File: config.mk
export PLATFORM = sky130hd
export DESIGN_NAME = tsc_serial_rx
export DESIGN_NICKNAME = d
export VERILOG_FILES = /design/src/rtl/tsc_serial_rx.sv
export SDC_FILE = /design/constraint.sdc
export NUM_CORES = 1
export LEC_CHECK = 0
export CORE_ASPECT_RATIO = 1.75
export CORE_MARGIN = 1.5
export CORE_UTILIZATION = 58
export DETAILED_ROUTE_END_ITERATION = 8
export GPL_TIMING_DRIVEN = 0
export HOLD_SLACK_MARGIN = 0.1
export PLACE_DENSITY = 0.85
export SLEW_MARGIN = 20
export SYNTH_ARGS = -nofsm -noshare
export SYNTH_HDL_FRONTEND = slang
export SYNTH_SLANG_ARGS = --single-unit
File: constraint.sdc
create_clock -name clk -period 3.71 [get_ports clk]
set_input_delay 0.742 -clock clk [delete_from_list [all_inputs] [get_ports clk]]
set_output_delay 0.742 -clock clk [all_outputs]
set_load 0.01 [all_outputs]
File: src/rtl/tsc_serial_rx.sv
// Host-side receiver for the trigger surround cache readout link: requests a dump, deserialises
// NSAMP samples into a readable buffer, latches trigger time. Optional macro: TSC_RX_PARITY_EN.
module tsc_serial_rx #(
    parameter int NSAMP   = 32,
    parameter int DW      = 8,
    parameter int TIMEOUT = 1023
) (
    input  logic                     clk,
    input  logic                     reset,
    input  logic                     rd_req,
    output logic                     sbf,
    input  logic                     sd,
    input  logic                     cd,
    input  logic                     trd,
    input  logic [31:0]              trigtm,
    input  logic [$clog2(NSAMP)-1:0] rd_addr,
    output logic [DW-1:0]            rd_data,
    output logic [31:0]              trig_time,
    output logic                     busy,
    output logic                     done,
    output logic                     err_timeout,
`ifdef TSC_RX_PARITY_EN
    output logic                     err_parity,
`endif
    output logic [15:0]              frame_cnt
);

    localparam int AW = $clog2(NSAMP);
    localparam int CW = $clog2(TIMEOUT + 1);
    localparam int BW = $clog2(DW + 1);
`ifdef TSC_RX_PARITY_EN
    localparam int LAST_BIT = DW;
`else
    localparam int LAST_BIT = DW - 1;
`endif

    localparam logic [2:0] S_IDLE       = 3'd0;
    localparam logic [2:0] S_REQ        = 3'd1;
    localparam logic [2:0] S_WAIT_START = 3'd2;
    localparam logic [2:0] S_SHIFT      = 3'd3;
    localparam logic [2:0] S_WAIT_CD    = 3'd4;
    localparam logic [2:0] S_DONE       = 3'd5;
    localparam logic [2:0] S_ERR        = 3'd6;

    logic [2:0]    state_q, state_d;
    logic [CW-1:0] cnt_q, cnt_d;
    logic [BW-1:0] bit_q, bit_d;
    logic [AW-1:0] samp_q, samp_d;
    logic [DW-1:0] sh_q, sh_d;
    logic          err_timeout_q, err_timeout_d;
    logic          err_parity_q, err_parity_d;
    logic [15:0]   frame_cnt_q, frame_cnt_d;
    logic          trd_q;
    logic [31:0]   trig_time_q, trig_time_d;
    logic [DW-1:0] rd_data_q, rd_data_d;
    logic [DW-1:0] mem_q [NSAMP];
    logic          wr_en;
    logic [DW-1:0] wr_data;

    assign wr_data = {sh_q[DW-2:0], sd};

    always_comb begin
        state_d       = state_q;
        cnt_d         = cnt_q;
        bit_d         = bit_q;
        samp_d        = samp_q;
        sh_d          = sh_q;
        err_timeout_d = err_timeout_q;
        err_parity_d  = err_parity_q;
        frame_cnt_d   = frame_cnt_q;
        wr_en         = 1'b0;
        case (state_q)
            S_IDLE: begin
                if (rd_req) begin
                    state_d       = S_REQ;
                    err_timeout_d = 1'b0;
                    err_parity_d  = 1'b0;
                end
            end
            S_REQ: begin
                state_d = S_WAIT_START;
                cnt_d   = '0;
            end
            S_WAIT_START: begin
                cnt_d = cnt_q + CW'(1);
                if (sd) begin
                    state_d = S_SHIFT;
                    bit_d   = '0;
                    samp_d  = '0;
                end else if (cnt_q == CW'(TIMEOUT)) begin
                    state_d       = S_ERR;
                    err_timeout_d = 1'b1;
                end
            end
            S_SHIFT: begin
                bit_d = bit_q + BW'(1);
`ifdef TSC_RX_PARITY_EN
                // Parity bit trails the data bits; the sample is already stored by then.
                if (bit_q == BW'(DW)) begin
                    if ((^sh_q) != sd)
                        err_parity_d = 1'b1;
                end else begin
                    sh_d = wr_data;
                end
`else
                sh_d = wr_data;
`endif
                if (bit_q == BW'(DW - 1))
                    wr_en = 1'b1;
                if (bit_q == BW'(LAST_BIT)) begin
                    bit_d  = '0;
                    samp_d = samp_q + AW'(1);
                    if (samp_q == AW'(NSAMP - 1)) begin
                        state_d = S_WAIT_CD;
                        cnt_d   = '0;
                    end
                end
            end
            S_WAIT_CD: begin
                cnt_d = cnt_q + CW'(1);
                // cd takes priority over a simultaneous timeout
                if (cd) begin
                    state_d     = S_DONE;
                    frame_cnt_d = frame_cnt_q + 16'd1;
                end else if (cnt_q == CW'(TIMEOUT)) begin
                    state_d       = S_ERR;
                    err_timeout_d = 1'b1;
                end
            end
            S_DONE:  state_d = S_IDLE;
            S_ERR:   state_d = S_IDLE;
            default: state_d = S_IDLE;
        endcase
    end

    always_comb begin
        trig_time_d = trig_time_q;
        if (trd && !trd_q)
            trig_time_d = trigtm;
        rd_data_d = mem_q[rd_addr];
    end

    always_ff @(posedge clk or posedge reset) begin
        if (reset) begin
            state_q       <= S_IDLE;
            cnt_q         <= '0;
            bit_q         <= '0;
            samp_q        <= '0;
            sh_q          <= '0;
            err_timeout_q <= 1'b0;
            err_parity_q  <= 1'b0;
            frame_cnt_q   <= '0;
            trd_q         <= 1'b0;
            trig_time_q   <= '0;
            rd_data_q     <= '0;
        end else begin
            state_q       <= state_d;
            cnt_q         <= cnt_d;
            bit_q         <= bit_d;
            samp_q        <= samp_d;
            sh_q          <= sh_d;
            err_timeout_q <= err_timeout_d;
            err_parity_q  <= err_parity_d;
            frame_cnt_q   <= frame_cnt_d;
            trd_q         <= trd;
            trig_time_q   <= trig_time_d;
            rd_data_q     <= rd_data_d;
        end
    end

    // Buffer contents are not reset; a partial frame simply leaves stale data behind.
    always_ff @(posedge clk) begin
        if (wr_en)
            mem_q[samp_q] <= wr_data;
    end

    assign sbf         = (state_q == S_REQ);
    assign busy        = (state_q != S_IDLE);
    assign done        = (state_q == S_DONE);
    assign err_timeout = err_timeout_q;
    assign frame_cnt   = frame_cnt_q;
    assign trig_time   = trig_time_q;
    assign rd_data     = rd_data_q;
`ifdef TSC_RX_PARITY_EN
    assign err_parity  = err_parity_q;
`else
    logic unused_parity;
    assign unused_parity = err_parity_q;
`endif

endmodule

# After elaboration in Yosys (flattened, before gate mapping)
# Memory sizes are Yosys's and may differ from the RTL's. A register that Yosys moved wholly into a read port is not among the register bits.
# Index checks and enable logic that the tools add are counted.
classes:
  addsub: 4
  eq_ne: 14
  muxes: 25
  reduce_logical: 14
ops:
  columns: ["cell", "count"]
  rows:
  - ["$pmux 10 s3", 1]
  - ["$mux 10", 2]
  - ["$mux 3", 6]
  - ["$add 16x1->16 const B", 1]
  - ["$pmux 3 s5", 1]
  - ["$ne 2x2->1 const B", 6]
  - ["$add 10x1->10 const B", 1]
  - ["$eq 10x10->1 const B", 1]
  - ["$mux 5", 2]
  - ["$pmux 5 s2", 1]
  - ["$reduce_and 3->1", 3]
  - ["$reduce_bool 3->1", 3]
  - ["$mux 1", 8]
  - ["$mux 4", 2]
  - ["$pmux 4 s2", 1]
  - ["$eq 3x2->1 const B", 2]
  - ["$eq 3x3->1 const B", 2]
  - ["$add 5x1->5 const B", 1]
  - ["$eq 5x5->1 const B", 1]
  - ["$add 4x1->4 const B", 1]
  - ["$eq 4x3->1 const B", 1]
  - ["$reduce_and 2->1", 2]
  - ["$reduce_and 4->1", 1]
  - ["$eq 3x1->1 const B", 1]
  - ["6 further kinds", 6]
totals:
  ff_bits: 79
  ram_bits: 256
  inputBits: 43
  out_inout_bits: 60
  wordCells: 67
  mem_count: 1
mem_list:
  columns: ["memory", "words", "word_bits", "read_ports", "rd_ports_with_merged_regs", "write_ports", "line_no", "source"]
  rows:
  - ["mem_q", 32, 8, 1, 1, 1, "56", "logic [DW-1:0] mem_q [NSAMP];"]

# Longest topological paths before layout
# Gate-level depths: netlist of run 1.
depth:
  word_depth: 5
  mapped_depth: 7
  mapped_depth_nobuf: 7

# Worst setup path before layout of run 1
# No wires, ideal clock.
synth_path:
  path_kind: "input to register"
  startpoint: "in rd_addr[2]"
  endpoint: "reg rd_data_q[0] (netlist: rd_data[0]), read port of mem_q"
  setup_ps: 125
  t_arrival_ps: 2425
  required_ps: 3585
  path_slack_ps: 1160
  path_stages: 5
  path_cell_list: "clkbuf_1 clkbuf_1 mux4_2 mux4_2 mux2_2"
synth_rtl:
  columns: ["item", "line_no", "source"]
  rows:
  - ["start, declared", "16", "input logic [$clog2(NSAMP)-1:0] rd_addr,"]
  - ["end, declared", "55", "logic [DW-1:0] rd_data_q, rd_data_d;"]

# Worst setup path in the final report of run 1
layout_path:
  startpoint: "reg state_q[0]"
  endpoint: "out done"
layout_via:
  elab_chain_cells: 1
layout_lines:
  columns: ["item", "line_no", "source"]
  rows:
  - ["start, declared", "45", "logic [2:0] state_q, state_d;"]
  - ["start signal, assigned", "157", "state_q <= state_d;"]
  - ["$eq 3x3->1", "179", "assign done = (state_q == S_DONE);"]
  - ["end, declared", "20", "output logic done,"]
# No other way between the ends.

==> results of run 1 <==
## cells by family (layout without fill, tap and decap cells)
family	count (synthesis)	count (layout)	share of synthesized area
fa+ha+maj	8	8	0.007342
compound gates	48	48	0.02083
simple gates	137	137	0.05038
flops	343	343	0.7235
mux	131	131	0.1740
buf+inv	41	191	0.01367
xor+xnor	16	16	0.01028
## how the worst min path moves through the flow
| stage | slack (ns) | start | cells past startpoint | to |
|---|---|---|---|---|
| 6_report | 0.48 | frame_cnt[15]$_DFFE_PP0P_ | 1 | frame_cnt[15]$_DFFE_PP0P_ |
| 5_1_grt | 0.52 | trig_time[7]$_DFFE_PP0P_ | 1 | trig_time[7]$_DFFE_PP0P_ |
| 4_1_cts | 0.48 | frame_cnt[15]$_DFFE_PP0P_ | 1 | frame_cnt[15]$_DFFE_PP0P_ |
| 3_5_place_dp | 0.47 | frame_cnt[15]$_DFFE_PP0P_ | 1 | frame_cnt[15]$_DFFE_PP0P_ |
| 3_3_place_gp | 0.47 | frame_cnt[15]$_DFFE_PP0P_ | 1 | frame_cnt[15]$_DFFE_PP0P_ |
| 2_1_floorplan | 0.48 | bit_q[0]$_DFFE_PP0P_ | 1 | bit_q[0]$_DFFE_PP0P_ |
## stage by stage
step | setup WS, ns | power (mW) | setup TNS, ns | instance area (um^2)
5_1_grt | 0.3394 | 9.429 | 0 | 15930
2_1_floorplan | 0.7178 | 5.671 | 0 | 13630
3_3_place_gp | -0.7421 | 6.158 | -64.19 | 14990
4_1_cts | 0.5175 | 9.174 | 0 | 15930
3_5_place_dp | 0.3994 | 6.251 | 0 | 15020
6_report | 0.5278 | 9.134 | 0 | 15930
## power groups by stage
stage | combinational, mW | sequential, mW | clock, mW
2_1_floorplan | 0.595 | 5.08 | 0
6_report | 0.994 | 5.19 | 2.95
5_1_grt | 1.07 | 5.24 | 3.12
4_1_cts | 0.999 | 5.18 | 2.99
3_5_place_dp | 0.991 | 5.26 | 0
3_3_place_gp | 0.948 | 5.21 | 0
## layout by cell type (no fill, tap or decap), drive strengths merged, types with 5 or more instances in the layout
master / count
or3: 6
clkinv: 11
and3: 7
clkdlybuf4s50: 96
inv: 7
a21oi: 14
dfrtp: 87
mux2: 48
o21ai: 20
nor2: 45
xor2: 5
nand3: 14
mux4: 80
clkbuf: 54
xnor2: 11
edfxtp: 256
nand4: 8
ha: 8
nand2: 27
buf: 19
## registers in the layout (all words and copies together), names as in the netlist, 4 cells and up
| register | cells |
|---|---|
| bit_q | 4 |
| cnt_q | 10 |
| frame_cnt | 16 |
| mem_q | 256 |
| rd_data | 8 |
| samp_q | 5 |
| sh_q | 7 |
| trig_time | 32 |
## cell usage after synthesis (11+ instances only)
| master | instances |
|---|---|
| edfxtp_1 | 256 |
| dfrtp_1 | 87 |
| mux4_2 | 80 |
| mux2_2 | 48 |
| nor2_1 | 45 |
| nand2_1 | 27 |
| o21ai_0 | 19 |
| clkbuf_1 | 16 |
| a21oi_1 | 14 |
| nand3_1 | 14 |
| xnor2_1 | 11 |
## worst register-to-register path, stage by stage (launching register included)
cell and delay, ns:
dfrtp_1 0.33, clkbuf_1 0.30, nor2b_1 0.44, and3_1 0.22, clkbuf_1 0.25, nand2_1 0.31
nor2_1 0.72
## routing by layer
layer  up-vias  routed length [um]  part of all wire  GRT usage
li1       3132                   -                 -          -
met1      3592                9501              0.34     0.2489
met2       227               16120              0.58     0.4527
met3        52                1196             0.043    0.03076
met4         0                1024             0.037    0.09940
met5         -                   0                 0          0
## cell type report
class	count	share of cell area
plain buffers	33	0.009820
well taps	304	0.02388
clock inverters	14	0.007778
clock buffers	38	0.04957
repair buffers	98	0.06238
inverters	8	0.002043
flip-flops and latches	343	0.6195
multi-input cells	340	0.2250
==> summary.md, run 1 <==
| Metric | Value |
|---|---|
| Outcome | `finished clean` |
| Reg clk slew, reported paths | `0.07 ns` |
| Drt drc | `0` |
| Synthesized Nets | `775` |
| Logic pwr share | `0.109` |
| Final period utilization | `0.8577` |
| Die H | `205.8 um` |
| Mean Syn Cell Area | `18.83 um^2` |
| WP depth | `4` |
| RSZ-0062 raised after global routing | `no` |
| Critical path arrival | `2.44 ns` |
| Worst reg2reg path startpoint | `state_q[1]$_DFFE_PP0P_` |
| Critical-path cell list | `clkbuf_1, clkinv_1, nor3b_1, clkdlybuf4s50_1` |
| Slew Limit Fails | `0` |
| CTS resizes | `0` |
| YS warnings | `0` |
| TritonCTS clock tree | `yes` |
| Worst hold path class | `register to register` |
| Worst Setup Start Kind | `register` |
| Gpl congestion | `0.8117` |
| #FFs+latches synth | `roughly 340` |
| Clock buffer depth | `3` |
| Finish-stage setup viols | `0` |
| Post-synthesis sequential area ratio | `0.7235` |
| Worst setup path end | `done` |
| PD cells | `573.5 nW/um^2` |
| Cell depth of the worst flop-to-flop path | `6` |
| WL/cell | `23.63 um` |
| Distinct cells, synth | `48` |
| Sequential share of power | `0.568` |
| Detailed Place HPWL | `around 19,000 um` |
| Asr flop ratio synth | `0.2536` |
| Area growth, synth to finish | `16.81%` |
| Setup crit end kind | `primary output` |
| Vias in the first global route | `7,339` |
| Reg2reg setup slack | `0.77 ns` |
| Setup CP Type | `register to primary output` |
| Worst Skew | `~0.013 ns` |
| Core Rows | `74` |
| Leakage | `5.413 nW` |
| Initial antenna violation count | `0` |
| Clk_lat worst skew | `0.56 ns` |
| Total Die Area | `24,470 um^2` |
| Multi-input gate area | `3583 um^2` |
| Largest net degree at the start of global routing | `55` |
| Gr usage total | `0.2321` |
| Core Area | `23,240 um^2` |
| Req. time, crit path | `roughly 3.0 ns` |
| Number of nets in the layout | `903` |
| Placed Instances | `1,126` |
| First-pass GRT wire length | `41,900 um` |
| Worst Path Max Fanout | `10` |
| Max stage delay cell, worst path | `clkdlybuf4s50_1` |
| Hold WS | `between 0.4 and 0.5 ns` |
| Worst VDD drop | `just over 0.0005 V` |
| Switching Power | `2.317 mW` |
| Via density | `5.945` |
| Root Buffer | `clkbuf_16` |
| Hold Vio Cnt, Final | `0` |
| MaxCap Viol Count | `0` |
| Crit path launch | `state_q[0]$_DFFE_PP0P_` |
| Post-synth EDFFs | `256` |
| Dominant synthesized flop cell | `edfxtp_1` |
| Hold Buf Count CTS | `0` |
| Register area | `9867 um^2` |
| FMAX | `314.3 MHz` |
| Max incr delay on CP | `0.57 ns` |
| Switching share of power | `0.2536` |
| Synth Cell Area | `13,630 um^2` |
| Detailed Routing Iterations Pass 1 | `5` |
| Fillers | `1,438` |
| H-tree depth | `1` |
| Max-slew headroom | `0.2661` |
| IO Port Bufs | `97` |
| Final wirelength | `27,840 um` |
| Clock Sinks | `roughly 340` |
| Total I/O pin count | `103` |
| Finished Layout Cells | `approximately 1,200` |
| CTS Buf Count | `28` |
| Minimum clock period | `3.182 ns` |
| R2r endpoint | `mem_q[6][7]$_DFFE_PP_` |
| Post-CTS Setup Inserts | `0` |
| Die W | `118.9 um` |
| Fraction of layout cells with a size suffix above 1 | `0.2105` |
| CP top delay family | `buffers and inverters` |
| Routed Antenna Nets | `0` |
| Synth area leader | `edfxtp_1` |
| Worst slew pin tran | `between 1 and 1.5 ns` |
| Grt total ovfl | `0` |
| DRT iter0 DRCs | `520` |
| Post-layout util | `0.6853` |
| Routed vias | `7,003` |
| Initial Util | `0.5867` |
| Internal Power | `6.817 mW` |
| Cell count after synthesis | `between 700 and 800` |
| Clock Power Share | `0.323` |
| Antenna Cells | `0` |
| Largest cells by area after synthesis | `edfxtp_1 56%, dfrtp_1 16%, mux4_2 13%, mux2_2 4.0%, nor2_1 1.2%` |
| CP Buf/Inv Count | `3` |
| Post-synth top area share | `0.5638` |
(Power assumes the default switching activity.)
==> inputs of run 2 (changes only) <==
ABC_AREA = 1   (was default)
CORE_UTILIZATION = 59   (was 58)
PLACE_DENSITY = 0.86   (was 0.85)
==> run 2 against run 1 <==
Clock power grew 15%; synthesized cell count is 77% higher; worst hold slack better by 0.027 ns; fmax is 20% higher; non-clock buffer count grew 27; utilization up 1.8 points; combinational power shrank 39%; sequential cell count did not move; first-iteration DRC count rose by 130%; clock skew is 0.0036 ns lower; clock-buffer cell count fell by 6; area after synthesis rose by 5.0%; largest cell class unchanged.
==> summary.md, run 2 <==
| Metric | Value |
|---|---|
| Outcome | `finished clean (unchanged)` |
| Worst Skew | `0.009144 ns (was 0.01277 ns)` |
| Critical path arrival | `1.92 ns (was 2.44 ns)` |
| Register area | `9873 um^2 (was 9867 um^2)` |
| Antenna Cells | `0 (unchanged)` |
| Post-synthesis sequential area ratio | `0.6889 (was 0.7235)` |
| WP depth | `5 (was 4)` |
| Grt total ovfl | `0 (unchanged)` |
| WL/cell | `20.22 um (was 23.63 um)` |
| Post-synth EDFFs | `256 (unchanged)` |
| Distinct cells, synth | `36 (was 48)` |
| YS warnings | `0 (unchanged)` |
| Initial Util | `0.5984 (was 0.5867)` |
| Commonest non-fill, non-tap cell in the layout | `nand2_1 (was edfxtp_1)` |
| Core Rows | `75 (was 74)` |
| Clock Sinks | `343 (unchanged)` |
| Leakage | `6.650 nW (was 5.413 nW)` |
| Multi-input gate area | `4005 um^2 (was 3583 um^2)` |
| Slew Limit Fails | `0 (unchanged)` |
| Max incr delay on CP | `0.48 ns (was 0.57 ns)` |
| Total I/O pin count | `103 (unchanged)` |
| Finish-stage setup viols | `0 (unchanged)` |
| Worst Path Max Fanout | `7 (was 10)` |
| Reg2reg setup slack | `1.24 ns (was 0.77 ns)` |
| CP top delay family | `buffers and inverters (unchanged)` |
| Hold Buf Count CTS | `0 (unchanged)` |
| PD cells | `491.5 nW/um^2 (was 573.5 nW/um^2)` |
| Worst slew pin tran | `0.8992 ns (was 1.101 ns)` |
| Number of nets in the layout | `1,464 (was 903)` |
| Pre-CTS worst setup slack | `0.8988 ns (was 0.3994 ns)` |
| IO Port Bufs | `99 (was 97)` |
| Detailed Place HPWL | `24,230 um (was 18,700 um)` |
| Initial antenna violation count | `0 (unchanged)` |
| Routed Antenna Nets | `0 (unchanged)` |
| Dominant synthesized flop cell | `edfxtp_1 (unchanged)` |
| Req. time, crit path | `2.97 ns (about the same)` |
| Die H | `209.1 um (was 205.8 um)` |
| CTS Buf Count | `29 (was 28)` |
| Largest cells by area after synthesis | `edfxtp_1 54%, dfrtp_1 15%, nand2_1 12%, nand3_1 7.6%, mux2_2 2.5% (was edfxtp_1 56%, dfrtp_1 16%, mux4_2 13%, mux2_2 4.0%, nor2_1 1.2%)` |
| Post-layout util | `0.7030 (was 0.6853)` |
| Via density | `5.850 (was 5.945)` |
| Gr usage total | `0.2865 (was 0.2321)` |
| Max-slew headroom | `0.3983 (was 0.2661)` |
| Clock buffer depth | `3 (unchanged)` |
| Synth cell count leaders | `442 x nand2_1, 256 x edfxtp_1, 218 x nand3_1 (was 256 x edfxtp_1, 87 x dfrtp_1, 80 x mux4_2)` |
| R2r endpoint | `mem_q[16][4]$_DFFE_PP_ (was mem_q[6][7]$_DFFE_PP_)` |
| Worst hold path class | `register to register (unchanged)` |
| WHS Path Cells | `1 (unchanged)` |
| Root Buffer | `clkbuf_16 (unchanged)` |
| Setup CP Type | `register to primary output (unchanged)` |
| Mean Syn Cell Area | `11.18 um^2 (was 18.83 um^2)` |
| Fraction of layout cells with a size suffix above 1 | `0.1122 (was 0.2105)` |
| Area growth, synth to finish | `17.47% (was 16.81%)` |
| Routed vias | `10,200 (was 7,003)` |
| CTS resizes | `0 (unchanged)` |
| Final wirelength | `35,240 um (was 27,840 um)` |
| Worst reg2reg path startpoint | `bit_q[0]$_DFFE_PP0P_ (was state_q[1]$_DFFE_PP0P_)` |
| Die W | `120.8 um (was 118.9 um)` |
| TritonCTS clock tree | `yes (unchanged)` |
| Critical-path cell list | `inv_1, nand2_1, nor2_1, inv_1, clkdlybuf4s50_1 (was clkbuf_1, clkinv_1, nor3b_1, clkdlybuf4s50_1)` |
| Crit-path most repeated cell | `inv_1` |
| Clk_lat worst skew | `0.56 ns (about the same)` |
| RSZ-0062 raised after global routing | `no (unchanged)` |
| Setup crit end kind | `primary output (unchanged)` |
| Max stage delay cell, worst path | `clkdlybuf4s50_1 (unchanged)` |
| Synth Cell Area | `14,320 um^2 (was 13,630 um^2)` |
| First-pass GRT wire length | `54,680 um (was 41,900 um)` |
| Asr flop ratio synth | `0.2536 (unchanged)` |
| Detailed Routing Iterations Pass 1 | `7 (was 5)` |
| Cell depth of the worst flop-to-flop path | `7 (was 6)` |
| Hold WS | `0.5045 ns (was 0.4770 ns)` |
| Commonest cells after routing, fill and taps aside | `442 x nand2_1, 256 x edfxtp_1, 218 x nand3_1 (was 256 x edfxtp_1, 96 x clkdlybuf4s50_1, 85 x dfrtp_1)` |
| Gpl congestion | `0.9459 (was 0.8117)` |
| Fillers | `1,625 (was 1,438)` |
| Reg clk slew, reported paths | `0.07 ns (about the same)` |
| Total Die Area | `25,250 um^2 (was 24,470 um^2)` |
| Core Area | `23,930 um^2 (was 23,240 um^2)` |
| Worst Setup Start Kind | `register (unchanged)` |
| Min-Delay Endpoint | `trig_time[11]$_DFFE_PP0P_ (was frame_cnt[15]$_DFFE_PP0P_)` |
| Drt drc | `0 (unchanged)` |
| Final period utilization | `0.7176 (was 0.8577)` |
| DRT iter0 DRCs | `1,173 (was 520)` |
| Hold_sp | `trig_time[11]$_DFFE_PP0P_ (was frame_cnt[15]$_DFFE_PP0P_)` |
| Vias in the first global route | `10,460 (was 7,339)` |
| Post-synth top area share | `0.5368 (was 0.5638)` |
| H-tree depth | `1 (unchanged)` |
| Largest net degree at the start of global routing | `51 (was 55)` |
| Minimum clock period | `2.662 ns (was 3.182 ns)` |
| Sum of negative setup slack | `0 ns (unchanged)` |
| Final setup margin | `1.048 ns (was 0.5278 ns)` |
| Synth area leader | `edfxtp_1 (unchanged)` |
| Max FFs per register | `256 (unchanged)` |
| Synthesized Nets | `1,332 (was 775)` |
| Cell count after synthesis | `1,281 (was 724)` |
| MaxCap Viol Count | `0 (unchanged)` |
| #FFs+latches synth | `343 (unchanged)` |
| FMAX | `375.6 MHz (was 314.3 MHz)` |
| Biggest register | `mem_q (unchanged)` |
| CP Buf/Inv Count | `3 (unchanged)` |
| Hold Vio Cnt, Final | `0 (unchanged)` |
| Worst VDD drop | `0.0003861 V (was 0.0005033 V)` |
| Most frequent cell after synthesis | `nand2_1 (was edfxtp_1)` |
| Post-CTS Setup Inserts | `0 (unchanged)` |
[run 2: worst max path at each step]
stage | startpoint | to
floorplan | reset | bit_q[0]$_DFFE_PP0P_
global placement | reset | frame_cnt[9]$_DFFE_PP0P_
detailed placement | rd_addr[1] | rd_data[3]$_DFF_PP0_
CTS | state_q[0]$_DFFE_PP0P_ | busy
global route | state_q[0]$_DFFE_PP0P_ | busy
finish | state_q[0]$_DFFE_PP0P_ | busy
[run 2: logic make-up (layout without fill, tap and decap cells)]
family,after synthesis,after routing,synth area share
AO/OA/AOI/OAI,32,32,0.01459
buffers and inverters,106,260,0.03145
AND/OR/NAND/NOR,746,746,0.2244
flip-flops,343,343,0.6889
adder cells (fa/ha/maj),8,8,0.006990
multiplexers,32,32,0.02516
XOR/XNOR,14,14,0.008563
[run 2: where the power goes]
group	switching (mW)	internal, mW
clock	1.42	1.97
sequential	0.0770	4.19
combinational	0.332	0.272
total	1.83	6.44
[run 2: layout make-up]
| class | instances | area share |
|---|---|---|
| Sequential cell | 343 | 0.5870 |
| Buffer | 57 | 0.01569 |
| Clock inverter | 21 | 0.01822 |
| Inverter | 49 | 0.01123 |
| Timing Repair Buffer | 101 | 0.06189 |
| Multi-Input combinational cell | 832 | 0.2381 |
| Clock buffer | 32 | 0.04500 |
| Tap cell | 308 | 0.02291 |
[run 2: stage by stage]
stage / instances / area, um^2 / power [mW]
after global placement: 1688 / 15700 / 4.917
after global routing: 1743 / 16820 / 8.448
final: 1743 / 16820 / 8.268
after floorplan: 1281 / 14320 / 4.620
after CTS: 1743 / 16820 / 8.259
after detailed placement: 1690 / 15750 / 4.947
[run 2: worst register-to-register path, cell delays in order, from the launching register on]
cell     delay (ns)
dfrtp_1        0.40
ha_1           0.19
nand2_1        0.08
nor2_2         0.17
nand2_1        0.14
inv_2          0.17
nand2_2        0.21
nor2_1         0.74
[run 2: metal layers]
| metal | up-vias | global-route usage | part of all wire |
|---|---|---|---|
| met1 | 4849 | 0.3022 | 0.32 |
| met3 | 122 | 0.03930 | 0.072 |
| met5 | - | 0 | 0 |
| li1 | 4642 | - | - |
| met2 | 584 | 0.5219 | 0.53 |
| met4 | 0 | 0.1911 | 0.069 |
==> inputs of run 3 (changes only) <==
CORE_UTILIZATION = 53   (was 59)
PLACE_DENSITY = 0.82   (was 0.86)
clock period = 2.3 ns   (was 3.71 ns; I/O delays follow)
==> run 3 against run 2 <==
The flow now finishes with violations (setup timing); non-clock buffer count did not move; largest cell class unchanged; clock power rose by 61%; sequential cell count did not move; critical path depth rose by 2; clock skew rose by 0.0094 ns; first-iteration DRC count fell by 25%; combinational power rose by 60%; die area rose by 11%.
==> summary.md, run 3 (synthesized netlist as in run 2, its figures left out) <==
| Metric | Value |
|---|---|
| Drt drc | `0 (unchanged)` |
| IO Port Bufs | `99 (unchanged)` |
| TritonCTS clock tree | `yes (unchanged)` |
| Antenna Cells | `0 (unchanged)` |
| Clock buffer depth | `3 (unchanged)` |
| Worst slew pin tran | `0.8090 ns (was 0.8992 ns)` |
| Max stage delay cell, worst path | `nor2_2 (was clkdlybuf4s50_1)` |
| Largest net degree at the start of global routing | `36 (was 51)` |
| DRT iter0 DRCs | `885 (was 1,173)` |
| Fillers | `1,916 (was 1,625)` |
| Gpl congestion | `0.9534 (was 0.9459)` |
| Area growth, synth to finish | `18.48% (was 17.47%)` |
| Worst Skew | `0.01856 ns (was 0.009144 ns)` |
| Final setup margin | `-0.03932 ns (was 1.048 ns)` |
| WHS Path Cells | `3 (was 1)` |
| Die W | `127.3 um (was 120.8 um)` |
| Post-layout util | `0.6381 (was 0.7030)` |
| Initial antenna violation count | `0 (unchanged)` |
| RSZ-0062 raised after global routing | `yes (was no)` |
| Max FFs per register | `256 (unchanged)` |
| Critical-path cell list | `ha_1, nand2_1, nor2_2, nand2_1, inv_2, nand2_2, nor2_2 (was inv_1, nand2_1, nor2_1, inv_1, clkdlybuf4s50_1)` |
| Hold_sp | `rd_addr[4] (was trig_time[11]$_DFFE_PP0P_)` |
| Failing checks | `setup timing` |
| Commonest non-fill, non-tap cell in the layout | `nand2_1 (unchanged)` |
| Setup crit end kind | `register (was primary output)` |
| Worst VDD drop | `0.0007726 V (was 0.0003861 V)` |
| H-tree depth | `1 (unchanged)` |
| Biggest register | `mem_q (unchanged)` |
| Via density | `5.694 (was 5.850)` |
| Placed instance area | `15,760 um^2 (was 15,750 um^2)` |
| Outcome | `finished, violations left (was finished clean)` |
| Min-Delay Endpoint | `rd_data[1]$_DFF_PP0_ (was trig_time[11]$_DFFE_PP0P_)` |
| CTS Buf Count | `30 (was 29)` |
| Multi-input gate area | `4120 um^2 (was 4005 um^2)` |
| Max incr delay on CP | `0.50 ns (was 0.48 ns)` |
| Cell area after layout | `16,970 um^2 (was 16,820 um^2)` |
| Pre-CTS worst setup slack | `-0.2436 ns (was 0.8988 ns)` |
| Grt total ovfl | `0 (unchanged)` |
| Commonest cells after routing, fill and taps aside | `442 x nand2_1, 256 x edfxtp_1, 218 x nand3_1 (unchanged)` |
| Max-slew headroom | `0.4607 (was 0.3983)` |
| Worst Setup Start Kind | `register (unchanged)` |
| Clk_lat worst skew | `0.58 ns (was 0.56 ns)` |
| Hold Buf Count CTS | `0 (unchanged)` |
| Core Rows | `79 (was 75)` |
| Final wirelength | `34,530 um (was 35,240 um)` |
| Minimum clock period | `roughly 2.3 ns` |
| Register area | `9876 um^2 (was 9873 um^2)` |
| Reg2reg setup slack | `-0.04 ns (was 1.24 ns)` |
| Number of nets in the layout | `1,465 (was 1,464)` |
| R2r endpoint | `mem_q[7][4]$_DFFE_PP_ (was mem_q[16][4]$_DFFE_PP_)` |
| Crit path launch | `bit_q[0]$_DFFE_PP0P_ (was state_q[0]$_DFFE_PP0P_)` |
| Root Buffer | `clkbuf_16 (unchanged)` |
| Worst reg2reg path startpoint | `bit_q[0]$_DFFE_PP0P_ (unchanged)` |
| Worst Path Max Fanout | `8 (was 7)` |
| Final period utilization | `1.017` |
| Leakage | `6.653 nW (was 6.650 nW)` |
| Initial Util | `0.5386 (was 0.5984)` |
| Fraction of layout cells with a size suffix above 1 | `0.1377 (was 0.1122)` |
| First-pass GRT wire length | `53,060 um (was 54,680 um)` |
| Routed vias | `10,030 (was 10,200)` |
| WL/cell | `19.59 um (was 20.22 um)` |
| Critical path arrival | `2.54 ns (was 1.92 ns)` |
| Finish-stage setup viols | `44 (was 0)` |
| Die H | `220.4 um (was 209.1 um)` |
| Detailed Place HPWL | `23,610 um (was 24,230 um)` |
| Core Area | `26,590 um^2 (was 23,930 um^2)` |
| Detailed Routing Iterations Pass 1 | `5 (was 7)` |
| Total Die Area | `28,050 um^2 (was 25,250 um^2)` |
| Total I/O pin count | `103 (unchanged)` |
| Clock Sinks | `343 (unchanged)` |
| Setup CP Type | `register to register (was register to primary output)` |
| Reg clk slew, reported paths | `0.07 ns (about the same)` |
| Req. time, crit path | `2.50 ns (was 2.97 ns)` |
| FMAX | `427.5 MHz` |
| Gr usage total | `0.2516 (was 0.2865)` |
| Routed Antenna Nets | `0 (unchanged)` |
| MaxCap Viol Count | `0 (unchanged)` |
| Slew Limit Fails | `0 (unchanged)` |
| Worst hold path class | `input port to register (was register to register)` |
| PD cells | `784.2 nW/um^2 (was 491.5 nW/um^2)` |
| Hold Vio Cnt, Final | `0 (unchanged)` |
| Vias in the first global route | `10,250 (was 10,460)` |
| Cell depth of the worst flop-to-flop path | `7 (unchanged)` |
[run 3: cell count changes in the layout (fill, tap and decap cells not counted), moves of 3 or more]
cell and change:
nor2_2 +26, nor2_1 -32, clkinvlp_4 +3, clkdlybuf4s50_1 -3, nor2_4 +6, clkinv_2 -4, inv_6 +4
[run 3: worst max path at each step]
stage	to	slack [ns]	cells past startpoint
global placement	bit_q[1]$_DFFE_PP0P_	-0.54	5
CTS	mem_q[6][4]$_DFFE_PP_	-0.16	7
global route	mem_q[6][4]$_DFFE_PP_	-0.14	7
finish	mem_q[7][4]$_DFFE_PP_	-0.04	7
detailed placement	rd_data[3]$_DFF_PP0_	-0.24	10
floorplan	mem_q[0][0]$_DFFE_PP_	0.46	7
[run 3: per-stage QoR]
step	std cells	hold WS (ns)	TNS [ns]	total power, mW
2_1_floorplan	1281	0.4839	0	7.453
3_3_place_gp	1704	0.4872	-23.74	7.936
3_5_place_dp	1706	0.4920	-8.949	7.972
4_1_cts	1762	0.2505	-5.613	13.34
5_1_grt	1762	0.3066	-18.75	13.67
6_report	1762	0.2701	-0.6456	13.30
[run 3: routing by layer]
layer  GRT usage  part of all wire
met5           0                 0
met4      0.1962             0.078
met3     0.04449             0.074
met2      0.4707              0.53
met1      0.2408              0.32
[run 3: what timing repair did]
item,in CTS,in global routing
cloned,0,0
setup buffers,0,0
setup endpoints to repair,219,249
resized for setup,30,15
endpoints found under the hold margin,0,0
[run 3: where the power goes]
group,internal [mW],switching [mW]
clock network,3.14,2.31
logic,0.437,0.531
registers,6.77,0.121
[run 3: critical path: cells and delay by family, from the launching register on]
| kind | cells | cell delay, ns |
|---|---|---|
| buffers and inverters | 1 | 0.17 |
| adder cells (fa/ha/maj) | 1 | 0.19 |
| flip-flops | 1 | 0.41 |
| AND/OR/NAND/NOR | 5 | 1.20 |
[run 3: layout make-up]
cell class	instances	share of cell area
buffer	57	0.01556
clock inverter	20	0.01593
clock buffer	36	0.04801
multi-input combinational	832	0.2428
tap	324	0.02389
timing repair buffer	101	0.06047
sequential	343	0.5821
inverter	49	0.01121
==> edit, RTL diff (flow settings as in run 3) <==
Set the parameter `TIMEOUT` to 4092 (it was 1023).
--- a/src/rtl/tsc_serial_rx.sv
+++ b/src/rtl/tsc_serial_rx.sv
@@ -4,5 +4,5 @@
     parameter int NSAMP   = 32,
     parameter int DW      = 8,
-    parameter int TIMEOUT = 1023
+    parameter int TIMEOUT = 4092
 ) (
     input  logic                     clk,
Function: same outputs for any inputs over 10 cycles, from zero or initial values and one cycle with reset high; that may be too few to reach the edited logic, so the function may still have changed.
==> edit against run 3 <==
Cell count up 2.1%; highest routed layer unchanged; setup slack worse by 8.1 ps; via count rose by 3.3%; critical path type unchanged; the flow still finishes with violations (setup timing); routed wire length is 6.3% higher; total power is 0.23% higher; clock skew grew 9.0 ps; utilization increased by 0.96 points; sequential cell count grew 2; area after synthesis grew 1.0%; cell area grew 1.9%.
==> edit: results (changes against run 3) <==
Synth Area in XOR/XNOR -> 0.908% (+0.052 points)
maximum VDD drop -> 0.000571 V (-26%)
drt wl/cell -> 20.4 um (+4.1%)
gr usage total -> 25.5% (+0.32 points)
synth top area cells -> edfxtp_1 53%, dfrtp_1 15%, nand2_1 12%
largest net degree at the start of global routing -> 35 (-2.8%)
synth cell count leaders -> 451 x nand2_1, 256 x edfxtp_1, 221 x nand3_1
Synth Area in Adders -> 0.778% (+0.079 points)
asr flop ratio synth -> 25.8% (+0.43 points)
Hold Path End -> rd_data[7]$_DFF_PP0_
status -> complete, but fails checks
slew margin rel. -> 25.8% (-20 points)
share of layout cells above drive strength 1 -> 13.8% (+0.061 points)
CP Data Arrival Time -> 2550 ps (about the same)
Iter 0 DRT Violations -> 1035 (+17%)
Placed Area -> 15900 um2 (+1.1%)
Final WS setup -> -47.4 ps (-8.06 ps)
DR pass1 iterations -> 6 (+1)
Avg Cell Area, Syn -> 11.1 um2 (-0.97%)
failing checks -> setup timing
post-synthesis mux area share -> 2.49% (-0.026 points)
r2r endpoint -> mem_q[27][7]$_DFFE_PP_
Post-Route Setup TNS -> -1010 ps (-366 ps)
compound-cell area share of the yosys netlist -> 1.36% (-0.10 points)
Final setup viols -> 45 (+2.3%)
Placement Setup Slack -> -234 ps (+9.73 ps)
LEAKAGE -> 6.76 nW (+1.7%)
CTS Buf Count -> 29 (-3.3%)
first-pass GRT wire length -> 54900 um (+3.4%)
Synth Net Count -> 1359 (+2.0%)
met3 usage -> 3.76% (-0.68 points)
Hold Worst Slack -> 274 ps (+3.74 ps)
Worst Skew -> 27.6 ps (+9.02 ps)
grt met1 use -> 25.4% (+1.3 points)
met2 Usage GRT -> 48.0% (+0.89 points)
Nets -> 1504 (+2.7%)
-- edit: changes by cell type after synthesis, moves of 3 or more --
cell / before / now
o21ai_1: 0 / 4
o21ai_2: 4 / 0
inv_2: 4 / 7
nand2_1: 442 / 451
nand3_1: 218 / 221
-- edit: worst max-delay path by stage --
stage	to	slack [ps]	from	cells after the start
global route	mem_q[26][3]$_DFFE_PP_	-190	bit_q[0]$_DFFE_PP0P_	7
finish	mem_q[27][7]$_DFFE_PP_	-50	bit_q[0]$_DFFE_PP0P_	7
floorplan	mem_q[0][0]$_DFFE_PP_	430	bit_q[0]$_DFFE_PP0P_	7
CTS	mem_q[28][0]$_DFFE_PP_	-160	bit_q[0]$_DFFE_PP0P_	7
global placement	bit_q[1]$_DFFE_PP0P_	-540	sd	5
detailed placement	rd_data[5]$_DFF_PP0_	-230	rd_addr[1]	10
-- edit: worst max-delay path: cells and delay by family, from the launching register on --
family                     cells  cell delay, ps
buffers and inverters          1             160
and+or+nand+nor                5            1210
DFF                            1             400
adders and majority gates      1             190
-- edit: where the power goes --
group	switching, mW	internal (mW)
sequential	0.118	6.80
combinational	0.531	0.436
clock	2.27	3.18
total	2.92	10.4
-- edit: per-layer routing --
layer / vias up / share of wire, %
met5: - / 0
met4: 0 / 6.3
met3: 136 / 6.8
met2: 533 / 54
met1: 4952 / 33
li1: 4748 / -
-- edit: logic make-up (layout without fill, tap and decap cells) --
| kind of cell | count (synthesis) | in the layout |
|---|---|---|
| AND/OR/NAND/NOR | 762 | 762 |
| flip-flops | 345 | 345 |
| buffers and inverters | 109 | 277 |
| AO/OA/AOI/OAI | 35 | 35 |
| multiplexers | 32 | 32 |
| XOR/XNOR | 15 | 15 |
| adder cells (fa/ha/maj) | 9 | 9 |
-- edit: area by class of cell --
class | count | area (um2)
Sequential cell | 345 | 9920
Fill cell | 1864 | 9400
Multi-Input combinational cell | 853 | 4250
Timing Repair Buffer | 114 | 1190
Clock buffer | 37 | 776
Tap cell | 324 | 405
Buffer | 59 | 280
Clock inverter | 17 | 274
Inverter | 50 | 191
-- edit: what timing repair did --
| action | 4_1_cts | 5_1_grt |
|---|---|---|
| setup buffers | 0 | 12 |
| gates resized for setup | 14 | 38 |
| setup endpoints to repair | 257 | 257 |
| pin swaps | 1 | 6 |
